<file path="src/rtl/uart_pkg.sv">
// Shared types and constants for the UART receive path.
package uart_pkg;

  typedef enum logic [1:0] {
    PAR_NONE = 2'b00,
    PAR_EVEN = 2'b01,
    PAR_ODD  = 2'b10,
    PAR_RSVD = 2'b11
  } par_mode_e;

  typedef enum logic [2:0] {
    ST_IDLE,
    ST_START,
    ST_DATA,
    ST_PARITY,
    ST_STOP
  } rx_state_e;

  localparam int unsigned OSR       = 16;
  localparam int unsigned MID_START = 7;
  localparam int unsigned SCNT_W    = 4;
  localparam int unsigned BIT_CNT_W = 4;

  // Reserved mode is treated as no parity.
  function automatic logic par_enabled(input par_mode_e m);
    return (m == PAR_EVEN) || (m == PAR_ODD);
  endfunction

endpackage

</file>
<file path="src/rtl/uart_rx_fifo.sv">
// Synchronous show-ahead FIFO; head word is visible whenever not empty.
module uart_rx_fifo #(
  parameter int unsigned WIDTH = 10,
  parameter int unsigned DEPTH = 16
) (
  input  logic             clk,
  input  logic             Reset,
  input  logic             push,
  input  logic             pop,
  input  logic [WIDTH-1:0] din,
  output logic [WIDTH-1:0] dout,
  output logic             full,
  output logic             empty
);

  localparam int unsigned AW = $clog2(DEPTH);

  logic [WIDTH-1:0] mem [DEPTH];
  logic [AW:0]      wr_ptr;
  logic [AW:0]      rd_ptr;
  logic             do_push;
  logic             do_pop;

  assign empty   = (wr_ptr == rd_ptr);
  assign full    = (wr_ptr[AW-1:0] == rd_ptr[AW-1:0]) && (wr_ptr[AW] != rd_ptr[AW]);
  assign do_pop  = pop && !empty;
  // A pop in the same cycle frees the slot, so a push into a full FIFO is kept.
  assign do_push = push && (!full || do_pop);

  // Head is forced to zero while empty so the outputs read clean after reset.
  assign dout = empty ? '0 : mem[rd_ptr[AW-1:0]];

  // Pointer update; reset flushes by aligning the pointers.
  always_ff @(posedge clk) begin
    if (Reset) begin
      wr_ptr <= '0;
      rd_ptr <= '0;
    end else begin
      if (do_push) wr_ptr <= wr_ptr + (AW+1)'(1);
      if (do_pop)  rd_ptr <= rd_ptr + (AW+1)'(1);
    end
  end

  // Storage write; contents need no reset since pointers gate visibility.
  always_ff @(posedge clk) begin
    if (do_push) mem[wr_ptr[AW-1:0]] <= din;
  end

endmodule

</file>
<file path="src/rtl/uart_rx_core.sv">
// UART receiver: 16x oversampling, runtime parity, FIFO with per-word error flags.
module uart_rx_core
  import uart_pkg::*;
#(
  parameter int unsigned DATA_W     = 8,
  parameter int unsigned STOP_BITS  = 1,
  parameter int unsigned FIFO_DEPTH = 16,
  parameter int unsigned DIVSR_W    = 10
) (
  input  logic               clk,
  input  logic               Reset,
  input  logic               rx,
  input  logic [DIVSR_W-1:0] divsr,
  input  logic [1:0]         par_mode,
  input  logic               rd_uart,
  input  logic               err_clr,
  output logic [DATA_W-1:0]  r_data,
  output logic               r_frame_err,
  output logic               r_parity_err,
  output logic               rx_empty,
  output logic               rx_full,
  output logic               overrun
);

  localparam int unsigned FW = DATA_W + 2;

  logic                 rx_m;
  logic                 rx_s;
  logic [DIVSR_W-1:0]   baud_cnt;
  logic                 tick;
  rx_state_e            state;
  logic                 armed;
  logic [SCNT_W-1:0]    s_cnt;
  logic [BIT_CNT_W-1:0] bit_cnt;
  logic                 stop_cnt;
  logic [DATA_W-1:0]    shreg;
  par_mode_e            par_q;
  logic                 par_err;
  logic                 frame_err;
  logic                 sample_c;
  logic                 last_stop_c;
  logic                 push_c;
  logic                 drop_c;
  logic [FW-1:0]        push_word_c;
  logic [FW-1:0]        head_c;

  // Two-flop synchronizer; resets low so a held-low line cannot arm the FSM.
  always_ff @(posedge clk) begin
    if (Reset) begin
      rx_m <= 1'b0;
      rx_s <= 1'b0;
    end else begin
      rx_m <= rx;
      rx_s <= rx_m;
    end
  end

  // Baud tick every divsr+1 clocks; >= keeps the wrap safe if divsr shrinks.
  assign tick = (baud_cnt >= divsr);

  always_ff @(posedge clk) begin
    if (Reset)     baud_cnt <= '0;
    else if (tick) baud_cnt <= '0;
    else           baud_cnt <= baud_cnt + DIVSR_W'(1);
  end

  assign sample_c    = tick && (s_cnt == SCNT_W'(OSR - 1));
  assign last_stop_c = (stop_cnt == 1'(STOP_BITS - 1));
  assign push_c      = (state == ST_STOP) && sample_c && last_stop_c;
  assign push_word_c = {par_err, frame_err | ~rx_s, shreg};

  // Receive FSM: start validation, LSB-first shift, parity and stop checks.
  always_ff @(posedge clk) begin
    if (Reset) begin
      state     <= ST_IDLE;
      armed     <= 1'b0;
      s_cnt     <= '0;
      bit_cnt   <= '0;
      stop_cnt  <= 1'b0;
      shreg     <= '0;
      par_q     <= PAR_NONE;
      par_err   <= 1'b0;
      frame_err <= 1'b0;
    end else begin
      if (tick) s_cnt <= s_cnt + SCNT_W'(1);
      case (state)
        ST_IDLE: begin
          if (rx_s) armed <= 1'b1;
          if (armed && !rx_s) begin
            s_cnt <= '0;
            state <= ST_START;
          end
        end
        ST_START: begin
          if (tick && (s_cnt == SCNT_W'(MID_START))) begin
            if (!rx_s) begin
              s_cnt     <= '0;
              bit_cnt   <= '0;
              par_q     <= par_mode_e'(par_mode);
              par_err   <= 1'b0;
              frame_err <= 1'b0;
              state     <= ST_DATA;
            end else begin
              state <= ST_IDLE;
            end
          end
        end
        ST_DATA: begin
          if (sample_c) begin
            shreg <= {rx_s, shreg[DATA_W-1:1]};
            if (bit_cnt == BIT_CNT_W'(DATA_W - 1)) begin
              bit_cnt  <= '0;
              stop_cnt <= 1'b0;
              state    <= par_enabled(par_q) ? ST_PARITY : ST_STOP;
            end else begin
              bit_cnt <= bit_cnt + BIT_CNT_W'(1);
            end
          end
        end
        ST_PARITY: begin
          if (sample_c) begin
            par_err  <= (^shreg) ^ rx_s ^ (par_q == PAR_ODD);
            stop_cnt <= 1'b0;
            state    <= ST_STOP;
          end
        end
        ST_STOP: begin
          if (sample_c) begin
            frame_err <= frame_err | ~rx_s;
            if (last_stop_c) state    <= ST_IDLE;
            else             stop_cnt <= stop_cnt + 1'b1;
          end
        end
        default: state <= ST_IDLE;
      endcase
    end
  end

  assign drop_c = push_c && rx_full && !rd_uart;

  // Sticky overrun; a new drop wins over a simultaneous clear.
  always_ff @(posedge clk) begin
    if (Reset) overrun <= 1'b0;
    else       overrun <= (overrun & ~err_clr) | drop_c;
  end

  uart_rx_fifo #(
    .WIDTH (FW),
    .DEPTH (FIFO_DEPTH)
  ) u_fifo (
    .clk   (clk),
    .Reset (Reset),
    .push  (push_c),
    .pop   (rd_uart),
    .din   (push_word_c),
    .dout  (head_c),
    .full  (rx_full),
    .empty (rx_empty)
  );

  assign r_data       = head_c[DATA_W-1:0];
  assign r_frame_err  = head_c[DATA_W];
  assign r_parity_err = head_c[DATA_W+1];

endmodule
</file>
<file path="config.mk">
export PLATFORM = sky130hd
export DESIGN_NAME = uart_rx_core
export DESIGN_NICKNAME = d
export VERILOG_FILES = /design/src/rtl/uart_pkg.sv /design/src/rtl/uart_rx_fifo.sv /design/src/rtl/uart_rx_core.sv
export SDC_FILE = /design/constraint.sdc
export NUM_CORES = 1
export LEC_CHECK = 0
export BUFFER_PORTS_ARGS = -buffer_cell sky130_fd_sc_hd__clkbuf_2
export CAP_MARGIN = 20
export CORE_MARGIN = 2
export CORE_UTILIZATION = 50
export DETAILED_ROUTE_END_ITERATION = 8
export GPL_ROUTABILITY_DRIVEN = 0
export PLACE_DENSITY_LB_ADDON = 0.2
export SYNTH_ARGS = -nofsm -noshare
export SYNTH_HDL_FRONTEND = slang
export SYNTH_HIERARCHICAL = 1
export SYNTH_SLANG_ARGS = --single-unit
</file>
<file path="constraint.sdc">
create_clock -name clk -period 2.8 [get_ports clk]
set_input_delay 0.28 -clock clk [delete_from_list [all_inputs] [get_ports clk]]
set_output_delay 0.28 -clock clk [all_outputs]
set_load 0.05 [all_outputs]
</file>
Word-level counts from Yosys, hierarchy flattened
Memory sizes are Yosys's and may differ from the RTL's. A register that Yosys moved wholly into a read port is not among the register bits.
Index checks and enable logic that the tools add are counted.
{"block": "totals", "ramBits": 160, "out_inout_bits": 13, "memories": 1, "regBits": 48}
{"block": "op_classes", "n_addsub": 6, "n_bitwise": 8, "magnitude_cmp": 1, "mux": 37, "eq_ne": 20, "reduce_logical": 31}
{"memory": "u_fifo.mem", "words": 16, "width": 10, "rd": 1, "rd_clocked_by_memory_dff": 1, "write_ports": 1, "line": "uart_rx_fifo.sv:18", "rtl": "logic [WIDTH-1:0] mem [DEPTH];"}
{"cell": "$mux 4", "n": 10}
{"cell": "$mux 3", "n": 8}
{"cell": "$ne 2x2->1 const B", "n": 8}
{"cell": "$pmux 4 s2", "n": 2}
{"cell": "$pmux 3 s5", "n": 1}
{"cell": "$reduce_and 4->1", "n": 3}
{"cell": "$mux 1", "n": 11}
{"cell": "$add 10x1->10 const B", "n": 1}
{"cell": "$add 5x1->5 const B", "n": 2}
{"cell": "$ge 10x10->1", "n": 1}
{"cell": "$logic_and 1x1->1", "n": 10}
{"cell": "$mux 10", "n": 1}
{"cell": "$add 4x1->4 const B", "n": 2}
{"cell": "$eq 4x3->1 const B", "n": 2}
{"cell": "$reduce_xor 8->1", "n": 1}
{"cell": "$reduce_and 7->1", "n": 1}
{"cell": "$eq 3x2->1 const B", "n": 2}
{"cell": "$reduce_bool 2->1", "n": 3}
{"cell": "$eq 5x5->1", "n": 1}
{"cell": "$reduce_and 5->1", "n": 1}
{"cell": "$eq 4x4->1", "n": 1}
{"cell": "$eq 4x4->1 const B", "n": 1}
{"cell": "$logic_not 1->1", "n": 4}
{"cell": "$pmux 1 s2", "n": 2}
{"cell": "18 further kinds", "n": 24}

Depth between registers and ports, before layout
{"block": "logic_depth", "word_depth": 7, "mapped_depth": 12, "ltp_nobuf": 12}

Cells and area by module
Netlist, hierarchy kept.
{"mod": "uart_rx_fifo", "area_per_inst_um2": 7063.0, "n_inst": 1, "cells_each": 376}
{"mod": "uart_rx_core", "area_per_inst_um2": 2040.7, "n_inst": 1, "cells_each": 245}

Least setup slack after synthesis
No wires, ideal clock.
{"block": "synth_timing", "path_type": "register to register", "from": "register baud_cnt[0]", "to": "memory u_fifo.mem[11][0] (enable)", "path_buffers": 0, "arrival_time_ns": 2.328, "setup_time_ns": 0.392, "synth_period_minus_slack_ns": 2.720, "path_stages_with_launch": 12, "t_required_ns": 2.408, "slack_ns": 0.080, "cell_sequence": "dfxtp_1 inv_1 ha_1 nor3b_1 nor2_1 o21ai_2 nand2_1 nand3_1 inv_1 and2_1 o31ai_2 nor3b_1"}
{"block": "synth_via", "elab_chain_len": 7}
{"item": "start: declaration", "line": "uart_rx_core.sv:29", "rtl": "logic [DIVSR_W-1:0] baud_cnt;"}
{"item": "start signal: assignment", "line": "uart_rx_core.sv:64", "rtl": "else baud_cnt <= baud_cnt + DIVSR_W'(1);"}
{"item": "$ge 10x10->1", "line": "uart_rx_core.sv:59", "rtl": "assign tick = (baud_cnt >= divsr);"}
{"item": "$logic_and 1x1->1", "line": "uart_rx_core.sv:67", "rtl": "assign sample_c = tick && (s_cnt == SCNT_W'(OSR - 1));"}
{"item": "$logic_and 1x1->1 (2 in series)", "line": "uart_rx_core.sv:69", "rtl": "assign push_c = (state == ST_STOP) && sample_c && last_stop_c;"}
{"item": "via push_c", "line": "uart_rx_core.sv:42", "rtl": "logic push_c;"}
{"item": "$logic_and 1x1->1", "line": "uart_rx_fifo.sv:28", "rtl": "assign do_push = push && (!full || do_pop);"}
{"item": "$mux 1", "line": "uart_rx_fifo.sv:46", "rtl": "if (do_push) mem[wr_ptr[AW-1:0]] <= din;"}
{"item": "$mux 1 (not written as such)", "line": "uart_rx_fifo.sv:46"}
{"item": "end: declaration", "line": "uart_rx_fifo.sv:18"}
The timed path passes the listed nets, and every way through them passes these cells.

==> impl_metrics.ini <==
[die]
initial_utilization_pct = 50.9
floorplan.die.height_um = 139
ios = 30
placementRows = 49
dieArea_sq_mm = 0.0193
floorplan_die_width_um = 139
floorplan.core_area_sq_mm = 0.0179

[placement]
buffer_ports.inserted = 29
detailed_place.area_sq_mm = 0.00955
hpwl_um = 12100

[power]
net-switching-power_w = 0.00137
internal-power_w = 0.00525
share_comb_of_total_power_pct = 4.0
p_leak_nw = 3.92
ir_worst_vdd_mv = 0.430
power.share.switching_pct = 20.7
powerDensity_mw_per_mm2 = 634
share_clk_of_total_power_pct = 45.5
total_power_w = 0.00662
power_frac_seq_pct = 50.6

[setup_path]
worst-setup-path-type = reg -> out
reg2reg_setup_slack_ns = 0.35
category_of_the_worst_setup_path_launch_point = register
critical_path_arrival_ns = 2.45
worst-endpoint-required_ns = 2.52
crit_path_end_kind = primary output
worst-path-max-fanout = 9
reg_to_reg_startpoint = baud_cnt[0]

[min_path]
holdCritStartpoint = par_mode[1]
hold_path_class = in -> reg

[synth]
ys_async_sr_fraction_pct = 0
post-synth-top-count-cell = edfxtp_1
synth_enable_flop_cells = 160
synth.cell_area_sq_mm = 0.00910
yosysSeqAreaShare_pct = 64.0
ys_dominant_reg_cell = edfxtp_1
syn-num-nets = 657
synth.yosys.warnings = 6
netlist_top_cells_count = edfxtp_1 (160), nor2_1 (64), dfxtp_1 (51), mux2i_1 (42), mux4_2 (24)
largest_area_contributor_in_the_synthesized_netlist = edfxtp_1
synth.top_cells.by_area = edfxtp_1 (53%), dfxtp_1 (11%), mux4_2 (5.9%)
syn-mean-instance-area_sq_um = 14.7
synth.lib_cells_used.distinct = 58
total_of_flip_flops_plus_latches_after_synthesis = 211
post-synth-top-area-fraction_pct = 52.8
mapped_cells = 621

[sta]
setup_viol_count_final = 0
hold_violations = 0
period_share_pct = 97.5
finalClockSkew_ns = 0.0339
worst_slew_margin_rel_pct = 48.9
holdWs_ns = 0.0223
max_slew.worst_pin.slew_ns = 0.766
f_max_ghz = 0.366
tns_ns = 0
grt_setup_unrepaired = false
minimum_clock_period_after_layout_ns = 2.73
final_max_slew_viol_count = 0

[finish]
layout.nets = 711
finish.instance_area_sq_mm = 0.0104
fill_cells = 1407
total_inserted_antenna_cells = 0
flow.area_growth_from_synthesis_pct = 14.7
drive_above_1_share_pct = 20.1

[outcome]
run_status = finished, final reports clean

[global_routing]
antenna_violations_before_repair = 0
number_of_global_route_vias_before_repair = 5207
globalRouteOverflowTotal = 0
grt_max_degree = 37
grt_first_pass_wirelength_um = 29200
gr-usage-all-layers_pct = 19.3

[clock_tree]
tritoncts = done
root_buffer_master = clkbuf_16
clk-insertion-delay-late_ns = 0.52
ctsLongestPathBuffers = 3
cts-htree-levels = 1
clock-sinks = 211
clk_pin_slew_ns = 0.06
cts_made_buffers = 22

[route]
number_of_remaining_drc_errors = 0
detailroute.via_count = 5249
wl_per_cell_um = 20.5
drt_iter0_drc = 411
drtPass1Iterations = 8
route.final.wire_length_um = 18800
post_drt_via_cell_ratio = 5.71
ant_nets = 0

[flow_run]
max-cap-violations = 0
-- power groups by stage --
stage	clock network (W)	registers (W)	logic [W]
final	0.00301	0.00335	0.000263
after global routing	0.00318	0.00335	0.000297
after CTS	0.00307	0.00335	0.000263
after detailed placement	0	0.00342	0.000259
after global placement	0	0.00342	0.000250
after floorplan	0	0.00342	0.000189
-- state kept, by name (all words and copies together), names as in the netlist, named ones only --
| signal | cells |
|---|---|
| overrun | 1 |
| par_err | 1 |
| rx_m | 1 |
| frame_err | 1 |
| u_fifo/rd_ptr | 5 |
| shreg | 8 |
| armed | 1 |
| par_q | 2 |
| rx_s | 1 |
| bit_cnt | 4 |
| s_cnt | 4 |
| baud_cnt | 10 |
| u_fifo/wr_ptr | 5 |
| state | 3 |
| u_fifo/mem | 160 |
-- placed cells by master, fill, tap and decap left out, types with 17 or more instances in the layout --
cell type    n
inv_1       20
nor2_1      64
ha_1        19
edfxtp_1   160
buf_4       24
a21oi_1     18
and3_1      17
mux2i_1     40
clkbuf_16   23
clkbuf_2    27
mux4_2      24
dfxtp_1     49
xnor2_1     19
nand2_1     20
-- metrics by stage --
step | util (%) | setup slack [ns] | cells
after floorplan | - | 0.0800 | 621
after global placement | 53.4 | 0.221 | 874
after detailed placement | 53.4 | 0.146 | 874
after CTS | 58.0 | 0.00346 | 917
after global routing | 58.3 | 0.00432 | 920
final | 58.3 | 0.0695 | 920
-- logic make-up (layout without fill, tap and decap cells) --
| kind of cell | after synthesis | count (layout) | synth area share (%) |
|---|---|---|---|
| AOI/OAI and AO/OA | 71 | 71 | 5.48 |
| DFF | 211 | 211 | 64.0 |
| and+or+nand+nor | 164 | 164 | 9.03 |
| xor gates and xnor gates | 31 | 31 | 3.15 |
| buffers and inverters | 51 | 121 | 3.20 |
| adders and majority gates | 19 | 19 | 2.61 |
| muxes | 74 | 74 | 12.5 |
-- critical path, cell delays in order (launching register included) --
cell and delay, ns:
dfxtp_4 0.41, buf_12 0.16, mux4_2 0.54, mux2i_2 0.27
nor2_1 0.10, a31oi_1 0.18, nor2_1 0.07, buf_2 0.21
-- per-layer routing --
metal  GRT usage [%]  routed length, um
met1            27.6               8430
met3            2.73                883
met5               0                  0
met2            31.3               9040
met4            5.69                469
-- final timing paths --
check	end	depth (start not counted)
setup / recovery	r_data[7]	7
hold reg to reg	rx_s	1
hold / removal	par_q[1]	3
setup reg to reg	u_fifo/mem[0][8]	10
-- layout make-up --
class	count	area, sq um	share of cell area [%]
flip-flops and latches	211	5830	55.9
multi-input cells	359	3000	28.7
clock buffers	25	592	5.67
repair buffers	61	483	4.63
well taps	229	287	2.75
clock inverters	15	169	1.62
inverters	20	75.1	0.719
-- what timing repair did --
action	in CTS	in global routing
endpoints found under the hold margin	2	0
resized for setup	2	6
setup endpoints to repair	2	19
buffers inserted	0	2
hold buffers	2	0
cloned	1	1
No activity file was read; power rests on OpenSTA's default activity.
